<file path="config.mk">
export PLATFORM = sky130hd
export DESIGN_NAME = line_window_3x3
export DESIGN_NICKNAME = d
export VERILOG_FILES = /design/src/rtl/line_window_3x3.sv
export SDC_FILE = /design/constraint.sdc
export NUM_CORES = 1
export LEC_CHECK = 0
export BUFFER_PORTS_ARGS = -buffer_cell sky130_fd_sc_hd__buf_4
export CORE_MARGIN = 5
export CORE_UTILIZATION = 57
export DETAILED_ROUTE_END_ITERATION = 12
export PLACE_DENSITY = 0.83
export SYNTH_ARGS = -nofsm -noshare
export SYNTH_HDL_FRONTEND = slang
export SYNTH_SLANG_ARGS = --single-unit
</file>
<file path="constraint.sdc">
create_clock -name iClk -period 4.6 [get_ports iClk]
set_input_delay 1.38 -clock iClk [delete_from_list [all_inputs] [get_ports iClk]]
set_output_delay 1.38 -clock iClk [all_outputs]
set_load 0.1 [all_outputs]
</file>
<file path="src/rtl/line_window_3x3.sv">
// line_window_3x3
//
// Sliding 3x3 neighbourhood generator for a square raster-order pixel stream.
// The two previous image rows are held in line buffers. A 3x3 register window
// shifts left by one column on every accepted pixel. One flattened window is
// emitted per valid output position ((IMG_W-2)^2 per frame), one cycle after
// the pixel that completes it.
//
// Ports:
//   iClk         clock, all logic on the rising edge
//   iRst         synchronous active-high reset
//   iPixelIn     pixel data, unsigned, raster order
//   iPixelValid  pixel accept strobe (no backpressure)
//   oWinValid    one-cycle pulse per emitted window
//   oWin         window, slice [PIX_W*(3*i+j) +: PIX_W] = pixel(r-2+i, c-2+j)
//   oRow         output-map row of oWin
//   oCol         output-map column of oWin
//   oFrameDone   pulse coinciding with the last window of a frame

module line_window_3x3 #(
    parameter int unsigned IMG_W = 28,
    parameter int unsigned PIX_W = 8,
    localparam int unsigned W = IMG_W - 2
) (
    input  logic                 iClk,
    input  logic                 iRst,
    input  logic [PIX_W-1:0]     iPixelIn,
    input  logic                 iPixelValid,
    output logic                 oWinValid,
    output logic [9*PIX_W-1:0]   oWin,
    output logic [$clog2(W)-1:0] oRow,
    output logic [$clog2(W)-1:0] oCol,
    output logic                 oFrameDone
);

    localparam int unsigned CW = $clog2(IMG_W);
    localparam int unsigned OW = $clog2(W);

    // Position of the pixel that will be accepted next.
    logic [CW-1:0]    r_col_cnt;
    logic [CW-1:0]    r_row_cnt;

    // r_lbuf0 holds the previous row, r_lbuf1 the row before that.
    logic [PIX_W-1:0] r_lbuf0 [IMG_W];
    logic [PIX_W-1:0] r_lbuf1 [IMG_W];

    // r_win[i][j]: i = 0 is the oldest row, j = 2 the newest column.
    logic [PIX_W-1:0] r_win [3][3];

    logic             r_win_valid;
    logic             r_frame_done;
    logic [OW-1:0]    r_out_row;
    logic [OW-1:0]    r_out_col;

    logic             w_col_last;
    logic             w_row_last;
    logic             w_stream;
    logic             w_emit;
    logic [CW-1:0]    w_row_m2;
    logic [CW-1:0]    w_col_m2;
    logic [9*PIX_W-1:0] w_win_flat;

    assign w_col_last = (r_col_cnt == CW'(IMG_W - 1));
    assign w_row_last = (r_row_cnt == CW'(IMG_W - 1));

    // FILL phase is rows 0 and 1; windows only exist from row 2 on.
    assign w_stream   = (r_row_cnt >= CW'(2));

    // Columns 0 and 1 would produce windows straddling the row wrap.
    assign w_emit     = iPixelValid && w_stream && (r_col_cnt >= CW'(2));

    assign w_row_m2   = r_row_cnt - CW'(2);
    assign w_col_m2   = r_col_cnt - CW'(2);

    // Position counters, window registers and output strobes.
    always_ff @(posedge iClk) begin
        if (iRst) begin
            r_col_cnt    <= '0;
            r_row_cnt    <= '0;
            r_win_valid  <= 1'b0;
            r_frame_done <= 1'b0;
            r_out_row    <= '0;
            r_out_col    <= '0;
            for (int i = 0; i < 3; i++) begin
                for (int j = 0; j < 3; j++) begin
                    r_win[i][j] <= '0;
                end
            end
        end else begin
            r_win_valid  <= 1'b0;
            r_frame_done <= 1'b0;
            if (iPixelValid) begin
                if (w_col_last) begin
                    r_col_cnt <= '0;
                    r_row_cnt <= w_row_last ? '0 : r_row_cnt + CW'(1);
                end else begin
                    r_col_cnt <= r_col_cnt + CW'(1);
                end

                for (int i = 0; i < 3; i++) begin
                    r_win[i][0] <= r_win[i][1];
                    r_win[i][1] <= r_win[i][2];
                end
                // Buffers are read before this cycle's write lands.
                r_win[0][2] <= r_lbuf1[r_col_cnt];
                r_win[1][2] <= r_lbuf0[r_col_cnt];
                r_win[2][2] <= iPixelIn;

                if (w_emit) begin
                    r_win_valid  <= 1'b1;
                    r_out_row    <= w_row_m2[OW-1:0];
                    r_out_col    <= w_col_m2[OW-1:0];
                    r_frame_done <= w_row_last && w_col_last;
                end
            end
        end
    end

    // Line buffers carry no reset; a dropped pixel (reset cycle) is not written.
    always_ff @(posedge iClk) begin
        if (!iRst && iPixelValid) begin
            r_lbuf1[r_col_cnt] <= r_lbuf0[r_col_cnt];
            r_lbuf0[r_col_cnt] <= iPixelIn;
        end
    end

    always_comb begin
        w_win_flat = '0;
        for (int i = 0; i < 3; i++) begin
            for (int j = 0; j < 3; j++) begin
                w_win_flat[PIX_W*(3*i+j) +: PIX_W] = r_win[i][j];
            end
        end
    end

    assign oWinValid  = r_win_valid;
    assign oWin       = w_win_flat;
    assign oRow       = r_out_row;
    assign oCol       = r_out_col;
    assign oFrameDone = r_frame_done;

endmodule

</file>
After elaboration in Yosys (flattened, before gate mapping)
Memories as Yosys holds them, arrays and structs flattened. A register that Yosys moved wholly into a read port is not among the register bits.
Index checks and enable logic that the tools add are counted.
{"block": "totals", "register_bits": 22, "ram_bits": 520, "input_bits": 11, "out_inout_bits": 84, "wordCells": 60, "memories": 3}
{"memory": "r_lbuf0", "words": 28, "width": 8, "read_ports": 1, "rd_ports_with_merged_regs": 1, "wr": 1, "line": "44", "rtl": "logic [PIX_W-1:0] r_lbuf0 [IMG_W];"}
{"memory": "r_lbuf1", "words": 28, "width": 8, "read_ports": 1, "rd_ports_with_merged_regs": 1, "wr": 1, "line": "45", "rtl": "logic [PIX_W-1:0] r_lbuf1 [IMG_W];"}
{"memory": "r_win", "words": 3, "width": 24, "read_ports": 3, "rd_ports_with_merged_regs": 0, "wr": 3, "line": "48", "rtl": "logic [PIX_W-1:0] r_win [3][3];"}
{"block": "classes", "addsub": 4, "n_lt_le_gt_ge": 2, "eq_ne": 2, "muxes": 23, "bitwise_logic": 11, "reduce_logical": 9}
{"operator": "$mux 8", "n": 9}
{"operator": "$mux 5", "n": 6}
{"operator": "$add 5x1->5 const B", "n": 2}
{"operator": "$eq 5x5->1 const B", "n": 2}
{"operator": "$ge 5x2->1 const B", "n": 2}
{"operator": "$sub 5x2->5 const B", "n": 2}
{"operator": "$or 1x1->1", "n": 9}
{"operator": "$mux 1", "n": 8}
{"operator": "$logic_and 1x1->1", "n": 4}
{"operator": "$reduce_and 2->1", "n": 2}
{"operator": "$reduce_or 3->1", "n": 1}
{"operator": "$not 1->1", "n": 2}
{"operator": "$reduce_or 2->1", "n": 1}
{"operator": "$logic_not 1->1", "n": 1}

Longest topological paths before layout
Gate-level depths: netlist (run 1).
{"block": "logic_depth", "ltp_word": 5, "mapped_depth": 8, "depth_no_buf": 6}

Worst setup path before layout (run 1)
Ideal clock, no wire load.
{"block": "synth_path", "path_type": "input to register", "from": "input iRst", "to": "memory r_lbuf0[17][0] (enable)", "setup_ns": 0.388, "arrival_ns": 2.976, "slack_ns": 1.236, "stages": 6, "n_path_buf": 3, "cell_sequence": "clkbuf_1 -> nor2b_1 -> clkbuf_1 -> clkbuf_1 -> nand2_1 -> nor2_1"}
{"block": "synth_via", "elab_chain_cells": 4}
{"item": "from (decl)", "line": "26", "rtl": "input logic iRst,"}
{"item": "$logic_not 1->1", "line": "121", "rtl": "if (!iRst && iPixelValid) begin"}
{"item": "$logic_and 1x1->1", "line": "121"}
{"item": "$mux 1", "line": "121"}
{"item": "$mux 1 (implied by the code)", "line": "123", "rtl": "r_lbuf0[r_col_cnt] <= iPixelIn;"}
{"item": "to (decl)", "line": "44"}
No other way between the ends.

==> results of run 1 <==
==> Yosys cell counts, drive strengths merged, types with 7 or more instances <==
| library cell | n | area [um^2] |
|---|---|---|
| o21ai | 17 | 85.1 |
| edfxtp | 520 | 15600 |
| mux4 | 71 | 1670 |
| nor2b | 10 | 62.6 |
| inv | 8 | 30.0 |
| nor2 | 48 | 180 |
| nand3 | 24 | 120 |
| nand2 | 40 | 150 |
| nor3 | 7 | 35.0 |
| ha | 10 | 125 |
| a21oi | 25 | 125 |
| a221oi | 8 | 101 |
| a31oi | 13 | 81.3 |
| dfxtp | 27 | 541 |
| mux2i | 85 | 851 |
| a22oi | 22 | 165 |
| a211oi | 11 | 82.6 |
| and2 | 59 | 369 |
| buf | 38 | 339 |
| clkbuf | 24 | 90.1 |
| mux2 | 9 | 101 |
==> per-layer routing <==
layer	vias to the layer above	track usage [%]
li1	4848	-
met1	5739	31.6
met2	688	35.1
met3	87	5.84
met4	0	6.37
met5	-	0
==> worst min path at each step <==
stage                                         start                        end  slack (ns)  cells past startpoint
after global placement         oCol[0]$_SDFFE_PP0P_       oCol[0]$_SDFFE_PP0P_        0.48                      2
final                          oCol[1]$_SDFFE_PP0P_       oCol[1]$_SDFFE_PP0P_        0.49                      2
after floorplan           r_row_cnt[3]$_SDFFE_PP0P_  r_row_cnt[3]$_SDFFE_PP0P_        0.50                      2
after CTS                      oCol[1]$_SDFFE_PP0P_       oCol[1]$_SDFFE_PP0P_        0.49                      2
after global routing           oCol[1]$_SDFFE_PP0P_       oCol[1]$_SDFFE_PP0P_        0.51                      2
after detailed placement       oCol[1]$_SDFFE_PP0P_       oCol[1]$_SDFFE_PP0P_        0.47                      2
==> worst max-delay path, cell delays in order, from the launching register on <==
cell	delay (ns)
sky130_fd_sc_hd__dfxtp_4	0.63
sky130_fd_sc_hd__buf_12	0.46
sky130_fd_sc_hd__buf_4	0.50
sky130_fd_sc_hd__mux4_2	0.36
sky130_fd_sc_hd__a21boi_0	0.36
sky130_fd_sc_hd__a211oi_2	0.13
sky130_fd_sc_hd__buf_4	0.26
==> cell usage in the layout, fill, tap and decap left out, drive strengths merged, types with 4 or more instances in the layout <==
cell    synthesis  layout
nor2           48      48
and2           59      59
a22oi          22      22
a31oi          13      13
a21oi          25      25
o21ai          17      17
edfxtp        520     520
o211ai          5       5
dfxtp          27      27
clkbuf         24      71
nand2          40      40
nand2b          6       6
a31o            6       6
mux2i          85      85
buf            38     143
nand3b          5       5
nand3          24      24
o211a           4       4
mux4           71      71
clkinv          1      21
a221oi          8       8
a211oi         11      11
nor3            7       7
nor2b          10      10
mux2            9       9
ha             10      10
o22ai           4       4
inv             8       8
==> where the power goes <==
group | internal (W) | switching (W) | leakage [nW] | total [W]
sequential | 0.00557 | 0.0000458 | 5.04 | 0.00562
combinational | 0.000235 | 0.000684 | 2.25 | 0.000919
clock | 0.00211 | 0.00172 | 0.727 | 0.00382
total | 0.00792 | 0.00245 | 8.02 | 0.0104
==> final cells by class <==
type	instances	area [um^2]
Clock buffer	71	1390
Clock inverter	22	101
Fill cell	2387	13100
Inverter	9	33.8
Multi-Input combinational cell	523	4850
Sequential cell	547	16200
Tap cell	511	639
Timing Repair Buffer	143	1090
==> cell families (layout without fill, tap and decap cells) <==
family / after synthesis / after routing
buffers and inverters: 71 / 245
xor gates and xnor gates: 4 / 4
muxes: 165 / 165
and+or+nand+nor: 211 / 211
DFF: 547 / 547
adders and majority gates: 10 / 10
AOI/OAI and AO/OA: 133 / 133
==> stage by stage <==
stage	power [W]	hold WS (ns)	util (%)	setup slack, ns
floorplan	0.00640	0.499	-	1.24
global placement	0.00662	0.475	60.9	1.30
detailed placement	0.00664	0.475	60.9	1.27
CTS	0.0104	0.489	64.9	1.50
global route	0.0107	0.512	64.9	1.31
finish	0.0104	0.491	64.9	1.53
==> sequential cells by signal (all words and copies together) (netlist names), named ones only <==
signal	count
r_lbuf1	224
r_col_cnt	5
oFrameDone	1
oRow	5
oWinValid	1
r_win	72
r_lbuf0	224
oCol	5
r_row_cnt	5
==> metrics.log, run 1 <==
INFO  metric route.top_layer_used = met4
INFO  metric seq_area_frac_synth = 75.3%
INFO  metric num_antenna_cells = 0
INFO  metric synth_cell_types = 58
INFO  metric report.final.setup_viol = 0
INFO  metric route.vias.total = 11400
INFO  metric routabilityCongestion = 0.873
INFO  metric cp_data_arrival_time = 3.36 ns
INFO  metric mux_cell_area_share_after_synthesis = 12.2%
INFO  metric largest_net_degree_at_the_start_of_global_routing = 73
INFO  metric route.layer.met1.wl = 18.5 mm
INFO  metric fin_setup_tns = 0 ns
INFO  metric initial_util = 57.3%
INFO  metric start_kind = flip-flop
INFO  metric postPlaceCellArea = 22800 um^2
INFO  metric fin_cells = 1826
INFO  metric core_area = 37400 um^2
INFO  metric remaining_drc_errors = 0
INFO  metric grt_util_all_layers = 22.3%
INFO  metric leakage = 8.02 nW
INFO  metric post_synth_and_or_nand_nor_area_fraction = 5.02%
INFO  metric detailedRoute.firstPassIterationCount = 8
INFO  metric critical_path_required = 4.89 ns
INFO  metric post_synth_fa_ha_maj_area_fraction = 0.583%
INFO  metric report.final.slew_viol_count = 0
INFO  metric postSynthCellCount = 1141
INFO  metric worstSetupPathType = reg2reg
INFO  metric cts_inserted_buffers = 50
INFO  metric post-route-cell-area = 24300 um^2
INFO  metric place.detailed.hpwl = 28.5 mm
INFO  metric maxClockFrequency = 326 MHz
INFO  metric power.density_cell_area = 427 nW/um^2
INFO  metric ant_nets = 0
INFO  metric r2r_slack = 1.53 ns
INFO  metric drive_gt1_share = 22.0%
INFO  metric globalRoute.totalOverflow = 0
INFO  metric nets = 1295
INFO  metric synth_ff_type = sky130_fd_sc_hd__edfxtp_1
INFO  metric synth_top_family_by_area = multiplexers
INFO  metric post_cts_resize_count = 0
INFO  metric ys_async_sr_fraction = 0%
INFO  metric cts_tree = built
INFO  metric antenna_found_initial = 0
INFO  metric register_to_register_path_depth = 6
INFO  metric synth_area_in_compound_gates = 4.52%
INFO  metric cts_htree_levels = 2
INFO  metric drt_iter0_drc = 1321
INFO  metric io_buffer_count = 94
INFO  metric unrepaired_setup_endpoints_after_global_routing = false
INFO  metric tightest_slew = 1.04 ns
INFO  metric detail_route.vias_per_cell = 6.22
INFO  metric worst_setup_path_end_kind = flip-flop
INFO  metric clk_pin_slew_worst_paths = 0.06 ns
INFO  metric cts_hold_buf = 0
INFO  metric die_width = 204 um
INFO  metric mappedNetlistArea = 21400 um^2
INFO  metric floorplan.die_area = 41600 um^2
INFO  metric sink_count = 547
INFO  metric cts_post_setup_buffers_inserted = 0
INFO  metric final_min_period_over_clock_period = 66.7%
INFO  metric dpl.cell_count = 1733
INFO  metric vdd_ir_drop_max = 281 uV
INFO  metric rr_endpoint = r_lbuf1[25][1]$_DFFE_PP_
INFO  metric hold_viol = 0
INFO  metric grt_first_pass_wirelength = 69.9 mm
INFO  metric worstSkewPairLatency = 0.58 ns
INFO  metric route.detailed.wl_per_inst = 25.5 um
INFO  metric hold_path_class = reg2reg
INFO  metric fraction_of_synthesized_cell_area_in_xor_and_xnor_cells = 0.163%
INFO  metric fp-row-count = 71
INFO  metric first_global_vias = 11300
INFO  metric run_status = completed
INFO  metric critPathMaxFanout = 66
INFO  metric met2WireLength = 21.9 mm
INFO  metric yosys_register_bits = 547
INFO  metric post_synthesis_net_count = 1162
INFO  metric fin_crit = 3.07 ns
INFO  metric synthesis.yosys.warnings = 0
INFO  metric max-slew-margin-rel = 30.3%
INFO  metric routed-wl-met3 = 4.93 mm
INFO  metric final.setup_skew = 0.0173 ns
INFO  metric floorplan.io_pins = 95
INFO  metric die_y = 204 um
INFO  metric postRouteWirelength = 46.6 mm
INFO  metric critPathCapture = r_lbuf1[25][1]$_DFFE_PP_
INFO  metric count_of_flip_flops_with_a_built_in_enable_after_synthesis = 520
INFO  metric cts_max_path_buffers = 3
INFO  metric syn_avg_cell_area = 18.8 um^2
INFO  metric maxCapViolCount = 0
INFO  metric clockRootBuffer = sky130_fd_sc_hd__clkbuf_16
INFO  metric layout-area-overhead-vs-synth = 13.2%
Note: power is estimated with default switching activity, not from simulation.
==> inputs of run 2 (changes only) <==
- CORE_UTILIZATION: 57 -> 55
- clock period: 4.6 -> 2.65 ns (I/O delays scaled with it)
==> run 2 against run 1 <==
Against the previous run: global-route usage about the same; first-iteration DRC count is 8.6% higher; combinational power rose by 82%; clock power increased by 76%.
==> metrics.log, run 2 (synthesized netlist as in run 1, its figures left out) <==
INFO  metric io_buffer_count = 94 (unchanged)
INFO  metric postRouteWirelength = 49.0 mm (+5.3%)
INFO  metric layout_commonest_cell = sky130_fd_sc_hd__edfxtp_1
INFO  metric unrepaired_setup_endpoints_after_global_routing = false
INFO  metric grt_first_pass_wirelength = 72.5 mm (+3.6%)
INFO  metric drive_gt1_share = 24.6% (+2.7 points)
INFO  metric fin_crit = 2.40 ns (-0.663 ns)
INFO  metric detailedRoute.firstPassIterationCount = 6 (-2)
INFO  metric start_kind = flip-flop
INFO  metric power.density_cell_area = 729 nW/um^2 (+71%)
INFO  metric die_width = 207 um (+1.7%)
INFO  metric maxCapViolCount = 0 (unchanged)
INFO  metric core_area = 38600 um^2 (+3.3%)
INFO  metric fp-row-count = 72 (+1.4%)
INFO  metric total_area_of_multi_input_combinational_cells = 4850 um^2 (unchanged)
INFO  metric cts_htree_levels = 2 (unchanged)
INFO  metric clockRootBuffer = sky130_fd_sc_hd__clkbuf_16
INFO  metric die_y = 207 um (+1.7%)
INFO  metric final.setup_skew = 0.0278 ns (+0.0105 ns)
INFO  metric place.detailed.hpwl = 29.9 mm (+5.0%)
INFO  metric ant_nets = 0 (unchanged)
INFO  metric layout-area-overhead-vs-synth = 16.2%
INFO  metric initial_util = 55.5% (-1.9 points)
INFO  metric maxClockFrequency = 416 MHz (+28%)
INFO  metric groute.layer.met1.usage = 30.2% (-1.5 points)
INFO  metric first_global_vias = 11700 (+3.3%)
INFO  metric floorplan.die_area = 43000 um^2 (+3.5%)
INFO  metric biggest_regs = r_lbuf0 (224), r_lbuf1 (224), r_win (72)
INFO  metric dpl.cell_count = 1777 (+2.5%)
INFO  metric final_cell_utilization_of_the_core = 64.5% (-0.42 points)
INFO  metric busiest_layer = met2
INFO  metric critPathMaxFanout = 28 (-58%)
INFO  metric detail_route.vias_per_cell = 6.23 (+0.19%)
INFO  metric sink_count = 547 (unchanged)
INFO  metric report.final.slew_viol_count = 0 (unchanged)
INFO  metric report.final.setup_viol = 0 (unchanged)
INFO  metric cts_tree = built
INFO  metric max-slew-margin-rel = 56.2% (+26 points)
INFO  metric hold_viol = 0 (unchanged)
INFO  metric post_cts_resize_count = 0 (unchanged)
INFO  metric worst_setup_path_end_kind = flip-flop
INFO  metric fin_cells = 1875 (+2.7%)
INFO  metric area.sequential = 16200 um^2 (unchanged)
INFO  metric filler_cell_count = 2454 (+2.8%)
INFO  metric cp_data_arrival_time = 2.70 ns (-0.66 ns)
INFO  metric critical_path_required = 2.94 ns (-1.95 ns)
INFO  metric floorplan.io_pins = 95 (unchanged)
INFO  metric globalRoute.totalOverflow = 0 (unchanged)
INFO  metric route.vias.total = 11700 (+2.9%)
INFO  metric vdd_ir_drop_max = 576 uV (+110%)
INFO  metric grt_util_all_layers = 22.3% (about the same)
INFO  metric nets = 1335 (+3.1%)
INFO  metric drt_iter0_drc = 1435 (+8.6%)
INFO  metric run_status = completed
INFO  metric worstSetupPathType = reg2reg
INFO  metric largest_net_degree_at_the_start_of_global_routing = 60 (-18%)
INFO  metric hold_path_class = reg2reg
INFO  metric grt_util_met2 = 35.8% (+0.70 points)
INFO  metric tightest_slew = 0.657 ns (-0.386 ns)
INFO  metric final_min_period_over_clock_period = 90.7% (+24 points)
INFO  metric remaining_drc_errors = 0 (unchanged)
INFO  metric antenna_found_initial = 1 (+1)
INFO  metric cts_max_path_buffers = 3 (unchanged)
INFO  metric routabilityCongestion = 0.865 (-0.94%)
INFO  metric grt.met3_usage = 5.08% (-0.76 points)
INFO  metric cts_hold_buf = 0 (unchanged)
INFO  metric worstSkewPairLatency = 0.60 ns (+0.02 ns)
INFO  metric highest_count_cells_in_the_layout_ignoring_fill_and_taps = 520 x sky130_fd_sc_hd__edfxtp_1, 155 x sky130_fd_sc_hd__buf_4, 85 x sky130_fd_sc_hd__mux2i_1, 58 x sky130_fd_sc_hd__and2_1
INFO  metric clk_pin_slew_worst_paths = 0.06 ns (about the same)
INFO  metric cts_inserted_buffers = 52 (+4.0%)
INFO  metric route.detailed.wl_per_inst = 26.2 um (+2.5%)
INFO  metric leakage = 8.31 nW (+3.6%)
==> run 2: power by group <==
part	switching (W)	total, W	internal, W
sequential	0.0000820	0.00975	0.00967
combinational	0.00119	0.00167	0.000474
clock	0.00307	0.00674	0.00366
==> run 2: cell type report <==
| cell class | count | area share, % |
|---|---|---|
| multi-input combinational | 523 | 19.5 |
| antenna | 1 | 0.0100 |
| clock inverter | 32 | 0.658 |
| timing repair buffer | 181 | 6.76 |
| tap | 518 | 2.60 |
| inverter | 9 | 0.136 |
| clock buffer | 64 | 5.49 |
| sequential | 547 | 64.9 |
==> run 2: final timing paths <==
kind / start / end / slack [ns] / cells after the start
setup reg to reg: flip-flop / r_lbuf1[11][7]$_DFFE_PP_ / 0.25 / 6
setup / recovery: flip-flop / r_lbuf1[11][7]$_DFFE_PP_ / 0.25 / 6
hold reg to reg: oRow[0]$_SDFFE_PP0P_ / oRow[0]$_SDFFE_PP0P_ / 0.51 / 2
hold / removal: oRow[0]$_SDFFE_PP0P_ / oRow[0]$_SDFFE_PP0P_ / 0.51 / 2
==> run 2: per-stage QoR <==
stage | hold slack, ns | power [W] | setup slack (ns) | TNS (ns) | area [um^2]
finish | 0.508 | 0.0182 | 0.245 | 0 | 24900
global placement | 0.477 | 0.0115 | 0.251 | 0 | 23400
CTS | 0.502 | 0.0182 | 0.143 | 0 | 24900
detailed placement | 0.489 | 0.0116 | 0.177 | 0 | 23400
floorplan | 0.499 | 0.0111 | -0.129 | -14.06 | 21500
global route | 0.529 | 0.0187 | 0.167 | 0 | 24900
==> run 2: layer usage <==
metal	share of wire (%)	wire, um	vias to the layer above
li1	-	-	4926
met2	48	23500	753
met5	0.15	76	-
met1	37	18400	5881
met4	3.8	1850	2
met3	11	5260	127
==> run 2: worst max-delay path, cell delays in order, from the launching register on <==
cell,delay [ns]
sky130_fd_sc_hd__dfxtp_4,0.64
sky130_fd_sc_hd__buf_12,0.25
sky130_fd_sc_hd__mux4_2,0.51
sky130_fd_sc_hd__o21ai_0,0.22
sky130_fd_sc_hd__a31o_2,0.17
sky130_fd_sc_hd__nand3_1,0.08
sky130_fd_sc_hd__buf_4,0.23
==> run 2: what timing repair did <==
item / CTS / global route
buffers inserted: 0 / 1
endpoints found under the setup margin: 0 / 21
endpoints found under the hold margin: 0 / 0
